## config.mk

```make
export PLATFORM = sky130hd
export DESIGN_NAME = delay_timer_arbiter_flat
export DESIGN_NICKNAME = d
export VERILOG_FILES = /design/src/rtl/delay_timer_arbiter_pkg.sv /design/src/rtl/delay_timer_arbiter_if.sv /design/src/rtl/delay_timer_arbiter_tick_prescaler.sv /design/src/rtl/delay_timer_arbiter.sv /design/src/flat_wrapper.sv
export SDC_FILE = /design/constraint.sdc
export NUM_CORES = 1
export LEC_CHECK = 0
export ABC_AREA = 0
export BUFFER_PORTS_ARGS = -buffer_cell sky130_fd_sc_hd__buf_2
export CAP_MARGIN = 20
export CORE_AREA = 2 2 67 69
export DETAILED_ROUTE_END_ITERATION = 8
export DIE_AREA = 0 0 69 71
export HOLD_SLACK_MARGIN = 0.15
export PLACE_DENSITY = 0.81
export SYNTH_ARGS = -nofsm -noshare
export SYNTH_HDL_FRONTEND = slang
export SYNTH_SLANG_ARGS = --single-unit
```

## constraint.sdc

```tcl
create_clock -name clk -period 5.6 [get_ports clk]
set_clock_uncertainty 0.15 [all_clocks]
set_input_delay 1.4 -clock clk [delete_from_list [all_inputs] [get_ports clk]]
set_output_delay 1.4 -clock clk [all_outputs]
set_load 0.02 [all_outputs]
```

## src/rtl/delay_timer_arbiter_pkg.sv

```systemverilog
`default_nettype none
// ============================================================================
//  Module      : delay_arb_pkg
//  Description : Shared constants for the delay timer arbiter. Holds the FSM
//                state encodings, default parameter values and the prescaler
//                counter width helper.
//  Revision    : 1.0 - initial release
// ============================================================================
package delay_arb_pkg;

    // Default instance parameters
    localparam int c_DEF_DELAY_W  = 16;
    localparam int c_DEF_PRESCALE = 50000;

    // FSM state encodings (kept as plain 2-bit constants for legacy users)
    typedef logic [1:0] state_t;
    localparam state_t c_IDLE  = 2'b00;
    localparam state_t c_LOAD  = 2'b01;
    localparam state_t c_COUNT = 2'b10;
    localparam state_t c_DONE  = 2'b11;

    // Prescaler counter width: ceil(log2(prescale)), never narrower than 1 bit
    function automatic int prescale_w(input int prescale);
        int w;
        w = $clog2(prescale);
        return (w < 1) ? 1 : w;
    endfunction

endpackage
`default_nettype wire

```

## src/rtl/delay_timer_arbiter_if.sv

```systemverilog
`default_nettype none
// ============================================================================
//  Module      : delay_timer_arbiter_if
//  Description : Request/grant bundle between two requesting FSMs and the
//                shared delay timer. master = requester side, slave = timer.
//  Revision    : 1.0 - initial release
// ============================================================================
interface delay_timer_arbiter_if
    import delay_arb_pkg::*;
#(
    parameter int DELAY_W = c_DEF_DELAY_W
) ();

    logic               req0;
    logic               req1;
    logic [DELAY_W-1:0] delay0;
    logic [DELAY_W-1:0] delay1;
    logic               grant0;
    logic               grant1;
    logic               done0;
    logic               done1;
    logic               busy;
    logic [DELAY_W-1:0] remaining;

    modport master (
        output req0, req1, delay0, delay1,
        input  grant0, grant1, done0, done1, busy, remaining
    );

    modport slave (
        input  req0, req1, delay0, delay1,
        output grant0, grant1, done0, done1, busy, remaining
    );

endinterface
`default_nettype wire

```

## src/rtl/delay_timer_arbiter_tick_prescaler.sv

```systemverilog
`default_nettype none
// ============================================================================
//  Module      : tick_prescaler
//  Description : Divides enabled clk cycles by PRESCALE. The counter runs
//                0..PRESCALE-1 while enabled and tick pulses on the last count,
//                i.e. once every PRESCALE enabled cycles. clear wins over enable.
//  Revision    : 1.0 - initial release
// ============================================================================
module tick_prescaler
    import delay_arb_pkg::*;
#(
    parameter int PRESCALE = c_DEF_PRESCALE
) (
    input  wire  clk,
    input  wire  reset,
    input  wire  clear,
    input  wire  enable,
    output logic tick
);

    localparam int                 c_CNT_W = prescale_w(PRESCALE);
    localparam logic [c_CNT_W-1:0] c_LAST  = c_CNT_W'(PRESCALE - 1);
    localparam logic [c_CNT_W-1:0] c_ONE   = c_CNT_W'(1);

    logic [c_CNT_W-1:0] r_count;

    // Cycle counter: wraps at PRESCALE-1, held at zero while cleared
    always_ff @(posedge clk) begin
        if (reset || clear) begin
            r_count <= '0;
        end else if (enable) begin
            r_count <= (r_count == c_LAST) ? '0 : r_count + c_ONE;
        end
    end

    // With PRESCALE = 1 the count is stuck at 0 == c_LAST, so every enabled cycle ticks
    assign tick = enable && !clear && (r_count == c_LAST);

endmodule
`default_nettype wire

```

## src/rtl/delay_timer_arbiter.sv

```systemverilog
`default_nettype none
// ============================================================================
//  Module      : delay_timer_arbiter
//  Description : Shares one prescaled step-delay timer between two requesters.
//                Round-robin grant on contention, one-cycle done pulse to the
//                owner when its delay expires, abort if the owner drops req.
//                All outputs decode from registered state and owner id only.
//  Revision    : 1.0 - initial release
// ============================================================================
module delay_timer_arbiter
    import delay_arb_pkg::*;
#(
    parameter int DELAY_W  = c_DEF_DELAY_W,
    parameter int PRESCALE = c_DEF_PRESCALE
) (
    input  wire                    clk,
    input  wire                    reset,
    delay_timer_arbiter_if.slave   bus
);

    state_t             r_state;
    logic               r_owner;      // 0 = requester 0 holds the timer, 1 = requester 1
    logic               r_ptr;        // requester favoured when both ask at once
    logic [DELAY_W-1:0] r_remaining;

    logic               w_winner;
    logic               w_owner_req;
    logic               w_counting;
    logic               w_tick;

    // Arbitration: a lone requester wins, contention is settled by the pointer
    always_comb begin
        w_winner = 1'b0;
        if (bus.req0 && bus.req1) begin
            w_winner = r_ptr;
        end else begin
            w_winner = bus.req1;
        end
    end

    assign w_owner_req = r_owner ? bus.req1 : bus.req0;
    assign w_counting  = (r_state == c_COUNT);

    // The prescaler only runs in COUNT and restarts from zero on every new grant
    tick_prescaler #(
        .PRESCALE (PRESCALE)
    ) u_prescaler (
        .clk    (clk),
        .reset  (reset),
        .clear  (!w_counting),
        .enable (w_counting),
        .tick   (w_tick)
    );

    // Grant/count FSM with owner latch, pointer and remaining-tick register
    always_ff @(posedge clk) begin
        if (reset) begin
            r_state     <= c_IDLE;
            r_owner     <= 1'b0;
            r_ptr       <= 1'b0;
            r_remaining <= '0;
        end else begin
            case (r_state)
                c_IDLE: begin
                    if (bus.req0 || bus.req1) begin
                        r_state     <= c_LOAD;
                        r_owner     <= w_winner;
                        r_remaining <= w_winner ? bus.delay1 : bus.delay0;
                    end
                end
                c_LOAD: begin
                    r_state <= (r_remaining == '0) ? c_DONE : c_COUNT;
                end
                c_COUNT: begin
                    if (!w_owner_req) begin
                        // Owner gave up: release silently, but still hand priority over
                        r_state     <= c_IDLE;
                        r_remaining <= '0;
                        r_ptr       <= ~r_owner;
                    end else if (w_tick) begin
                        // Compare against <= 1 so the register can never wrap below zero
                        if (r_remaining <= DELAY_W'(1)) begin
                            r_state     <= c_DONE;
                            r_remaining <= '0;
                        end else begin
                            r_remaining <= r_remaining - DELAY_W'(1);
                        end
                    end
                end
                c_DONE: begin
                    r_ptr   <= ~r_owner;
                    r_state <= c_IDLE;
                end
                default: begin
                    r_state <= c_IDLE;
                end
            endcase
        end
    end

    assign bus.busy      = (r_state != c_IDLE);
    assign bus.grant0    = (r_state != c_IDLE) && !r_owner;
    assign bus.grant1    = (r_state != c_IDLE) &&  r_owner;
    assign bus.done0     = (r_state == c_DONE) && !r_owner;
    assign bus.done1     = (r_state == c_DONE) &&  r_owner;
    assign bus.remaining = r_remaining;

endmodule
`default_nettype wire

```

## src/flat_wrapper.sv

```systemverilog
// flat-port wrapper written by rule: the top's interface ports become plain ports
module delay_timer_arbiter_flat import delay_arb_pkg::*;
#(
    parameter int DELAY_W  = c_DEF_DELAY_W,
    parameter int PRESCALE = c_DEF_PRESCALE
)
  (clk, reset, bus_req0, bus_req1, bus_delay0, bus_delay1, bus_grant0, bus_grant1, bus_done0, bus_done1, bus_busy, bus_remaining);
  delay_timer_arbiter_if #(.DELAY_W(DELAY_W)) bus_i ();
  input  wire clk;
  input  wire reset;
  input wire logic [$bits(bus_i.req0)-1:0] bus_req0;
  input wire logic [$bits(bus_i.req1)-1:0] bus_req1;
  input wire logic [$bits(bus_i.delay0)-1:0] bus_delay0;
  input wire logic [$bits(bus_i.delay1)-1:0] bus_delay1;
  output wire logic [$bits(bus_i.grant0)-1:0] bus_grant0;
  output wire logic [$bits(bus_i.grant1)-1:0] bus_grant1;
  output wire logic [$bits(bus_i.done0)-1:0] bus_done0;
  output wire logic [$bits(bus_i.done1)-1:0] bus_done1;
  output wire logic [$bits(bus_i.busy)-1:0] bus_busy;
  output wire logic [$bits(bus_i.remaining)-1:0] bus_remaining;
  assign bus_i.req0 = bus_req0;
  assign bus_i.req1 = bus_req1;
  assign bus_i.delay0 = bus_delay0;
  assign bus_i.delay1 = bus_delay1;
  assign bus_grant0 = bus_i.grant0;
  assign bus_grant1 = bus_i.grant1;
  assign bus_done0 = bus_i.done0;
  assign bus_done1 = bus_i.done1;
  assign bus_busy = bus_i.busy;
  assign bus_remaining = bus_i.remaining;
  delay_timer_arbiter #(.DELAY_W(DELAY_W), .PRESCALE(PRESCALE)) u_core (.clk(clk), .reset(reset), .bus(bus_i));
endmodule
```

==> impl_metrics.ini <==
[routing]
drt_iter0_drc = 203
routedWlPerCell_um = 14.4
drcViolationCount = 0
routed_wl_um = 5500
detail_route.first_pass.iterations = 4
detailroute.via_count = 2261
post_drt_via_cell_ratio = 5.92
drtAntennaViolNets = 0

[grt]
grt_max_degree = 30
met2_usage_pct = 38.4
grt_pass1_vias = 2014
globalRouteOverflowTotal = 0
track_usage_pct = 23.1
grt-busiest-layer = met2
grt_util_met1_pct = 29.6
grt_pass1_wl_um = 9340
groute.layer.met3.usage_pct = 5.27
antenna_violations_before_repair = 0

[sta]
worst-slew-pin-transition_ns = 1.03
hold_viol = 0
slew-limit-headroom_pct = 31.0
rsz0062_at_grt = false
final_period_util_pct = 57.4
fmax_mhz = 311
maxSlewViolCount = 0
finalSetupTns_ns = 0
setup_violations = 0
period_minus_slack_ns = 3.22

[worst_setup_path]
rr_endpoint = u_core.bus.remaining[8]$_SDFFE_PP0P_
path_class = flop to flop
critical_path.max_fanout = 24
worst_ep_arrival_time_ns = 3.27
regToRegSetupSlack_ns = 2.38
ff2ff_path_depth = 5
crit_end_category = flop
worst-endpoint-required_ns = 5.65
start_kind = flop
worst_r2r_startpoint = u_core.r_state[1]$_SDFFE_PP0P_

[place]
dp.final_hpwl_um = 3830
placer_congestion = 0.894
port_buffers = 56

[clocking]
htreeDepth = 2
root_buffer_cell = sky130_fd_sc_hd__clkbuf_8
clock_insertion_delay_worst_skew_ns = 0.29
cts_setup_buffers = 0
clk_pin_slew_ns = 0.07
cts_buffers = 5
tritoncts = done
cts_hold_buffers = 0
cts_repair_resize_count = 0
clock_sink_count = 36
cts-root-to-sink-buffers = 2

[synthesis]
post_synth_main_area_contributors = sky130_fd_sc_hd__dfxtp_1 32%, sky130_fd_sc_hd__o32ai_1 5.0%, sky130_fd_sc_hd__a21oi_1 4.6%, sky130_fd_sc_hd__nand2_1 4.5%, sky130_fd_sc_hd__nor2_1 4.5%
synthesis.instances = 283
synth.ff_latch_count = 36
synth_enable_flop_cells = 0
synth.net_count = 323
synthesis.area_per_instance_sq_um = 8.00
ys_types = 53
synth.largest_area_cell = sky130_fd_sc_hd__dfxtp_1
synth-warning-count = 0
postSynth.topFlopCell = sky130_fd_sc_hd__dfxtp_1
synth_largest_type_area_fraction_pct = 31.8
seq_area_frac_synth_pct = 31.8
netlist_area_sq_um = 2260
synth-async-reset-ratio_pct = 0

[die]
core.rowCount = 24
dieArea_sq_um = 4900
die-width_um = 69
die_h_um = 71
placeableCoreArea_sq_um = 4200
start_util_pct = 53.9
num_io_pins = 57

[finish]
layout.cells.most_common = sky130_fd_sc_hd__buf_2
n_fill_cell = 367
layout-drive-gt1-share_pct = 23.6
flow.area_growth_from_synthesis_pct = 16.7
utilization_pct = 62.9
antenna-diode-count = 0
layout_common_cells = 56 x sky130_fd_sc_hd__buf_2, 36 x sky130_fd_sc_hd__dfxtp_1, 27 x sky130_fd_sc_hd__nor2_1, 27 x sky130_fd_sc_hd__nand2_1, 21 x sky130_fd_sc_hd__a21oi_1
final_nets = 369

[worst_hold_path]
hold_depth = 1
worstHoldPathType = flop to flop
timing.hold.worst.start = u_core.u_prescaler.r_count[0]$_SDFFE_PP0P_
hold_path_end = u_core.u_prescaler.r_count[0]$_SDFFE_PP0P_

[power]
ir_worst_vdd_uv = 209
leakage_dissipation_nw = 1.03
powerDensity_nw_per_um2 = 333

[run_status]
run_status = finished, final reports clean

[job]
cap_violations = 0
-- where the power goes --
group | internal [mW] | leakage, nW | switching, mW
logic | 0.122 | 0.678 | 0.203
registers | 0.283 | 0.294 | 0.0430
clock network | 0.132 | 0.0552 | 0.0964
-- area by class of cell --
cell class              instances  area, sq um  area share [%]
flip-flops and latches         36          721            27.3
repair buffers                 57          288            10.9
clock buffers                   6         72.6            2.74
inverters                      16         60.1            2.27
multi-input cells             213         1400            53.1
well taps                      52         65.1            2.46
clock inverters                 2         35.0            1.33
-- worst max path at each step --
stage	start	endpoint	slack, ns	depth (start not counted)
CTS	u_core.r_state[1]$_SDFFE_PP0P_	u_core.bus.remaining[8]$_SDFFE_PP0P_	2.44	5
finish	u_core.r_state[1]$_SDFFE_PP0P_	u_core.bus.remaining[8]$_SDFFE_PP0P_	2.38	5
detailed placement	bus_req1	u_core.bus.remaining[0]$_SDFFE_PP0P_	2.20	6
global route	u_core.r_state[1]$_SDFFE_PP0P_	u_core.bus.remaining[0]$_SDFFE_PP0P_	2.08	5
floorplan	bus_req1	u_core.bus.remaining[4]$_SDFFE_PP0P_	2.68	7
global placement	bus_req1	u_core.bus.remaining[0]$_SDFFE_PP0P_	2.28	6
-- worst max-delay path, cell delays in order (launching register included) --
cell and delay, ns:
sky130_fd_sc_hd__dfxtp_1 0.53, sky130_fd_sc_hd__nor2b_1 0.81, sky130_fd_sc_hd__nand2_1 0.31, sky130_fd_sc_hd__a21oi_2 0.84
sky130_fd_sc_hd__a22oi_1 0.23, sky130_fd_sc_hd__o31ai_1 0.25
-- per-layer routing --
layer | vias up | wire [um]
met1 | 1029 | 2420
met4 | 0 | 72
met3 | 7 | 416
met2 | 96 | 2600
met5 | - | 0
li1 | 1129 | -
-- cell usage after synthesis (all sizes together) (5+ instances only) --
| master | instances |
|---|---|
| inv | 16 |
| buf | 6 |
| xnor2 | 8 |
| or4 | 5 |
| nand3 | 8 |
| nor3 | 12 |
| a21oi | 22 |
| dfxtp | 36 |
| nand2 | 27 |
| nor4 | 5 |
| clkbuf | 12 |
| xor2 | 5 |
| o21ai | 8 |
| mux2 | 9 |
| a22oi | 6 |
| nor2 | 27 |
| o32ai | 13 |
-- logic make-up after synthesis --
family,Yosys count,share of synthesized area (%)
and+or+nand+nor,108,25.6
AOI/OAI and AO/OA,75,22.9
buffers and inverters,34,6.24
xor gates and xnor gates,13,5.03
DFF,36,31.8
adders and majority gates,4,2.21
muxes,13,6.24
-- stage by stage --
stage               cells  total power, mW  area [sq um]  setup WS [ns]  hold slack, ns
finish                382            0.880          2640           2.38           0.302
global route          382            0.929          2640           2.08           0.324
CTS                   382            0.878          2640           2.44           0.310
detailed placement    374            0.649          2540           2.20           0.293
global placement      374            0.645          2540           2.28           0.283
floorplan             283            0.571          2260           2.68           0.268
-- registers in the layout (all words and copies together), names as in the netlist --
register                    count
u_core.bus.remaining           16
u_core.u_prescaler.r_count     16
u_core.r_state                  2
u_core.r_owner                  1
u_core.r_ptr                    1
(Power assumes the default switching activity.)
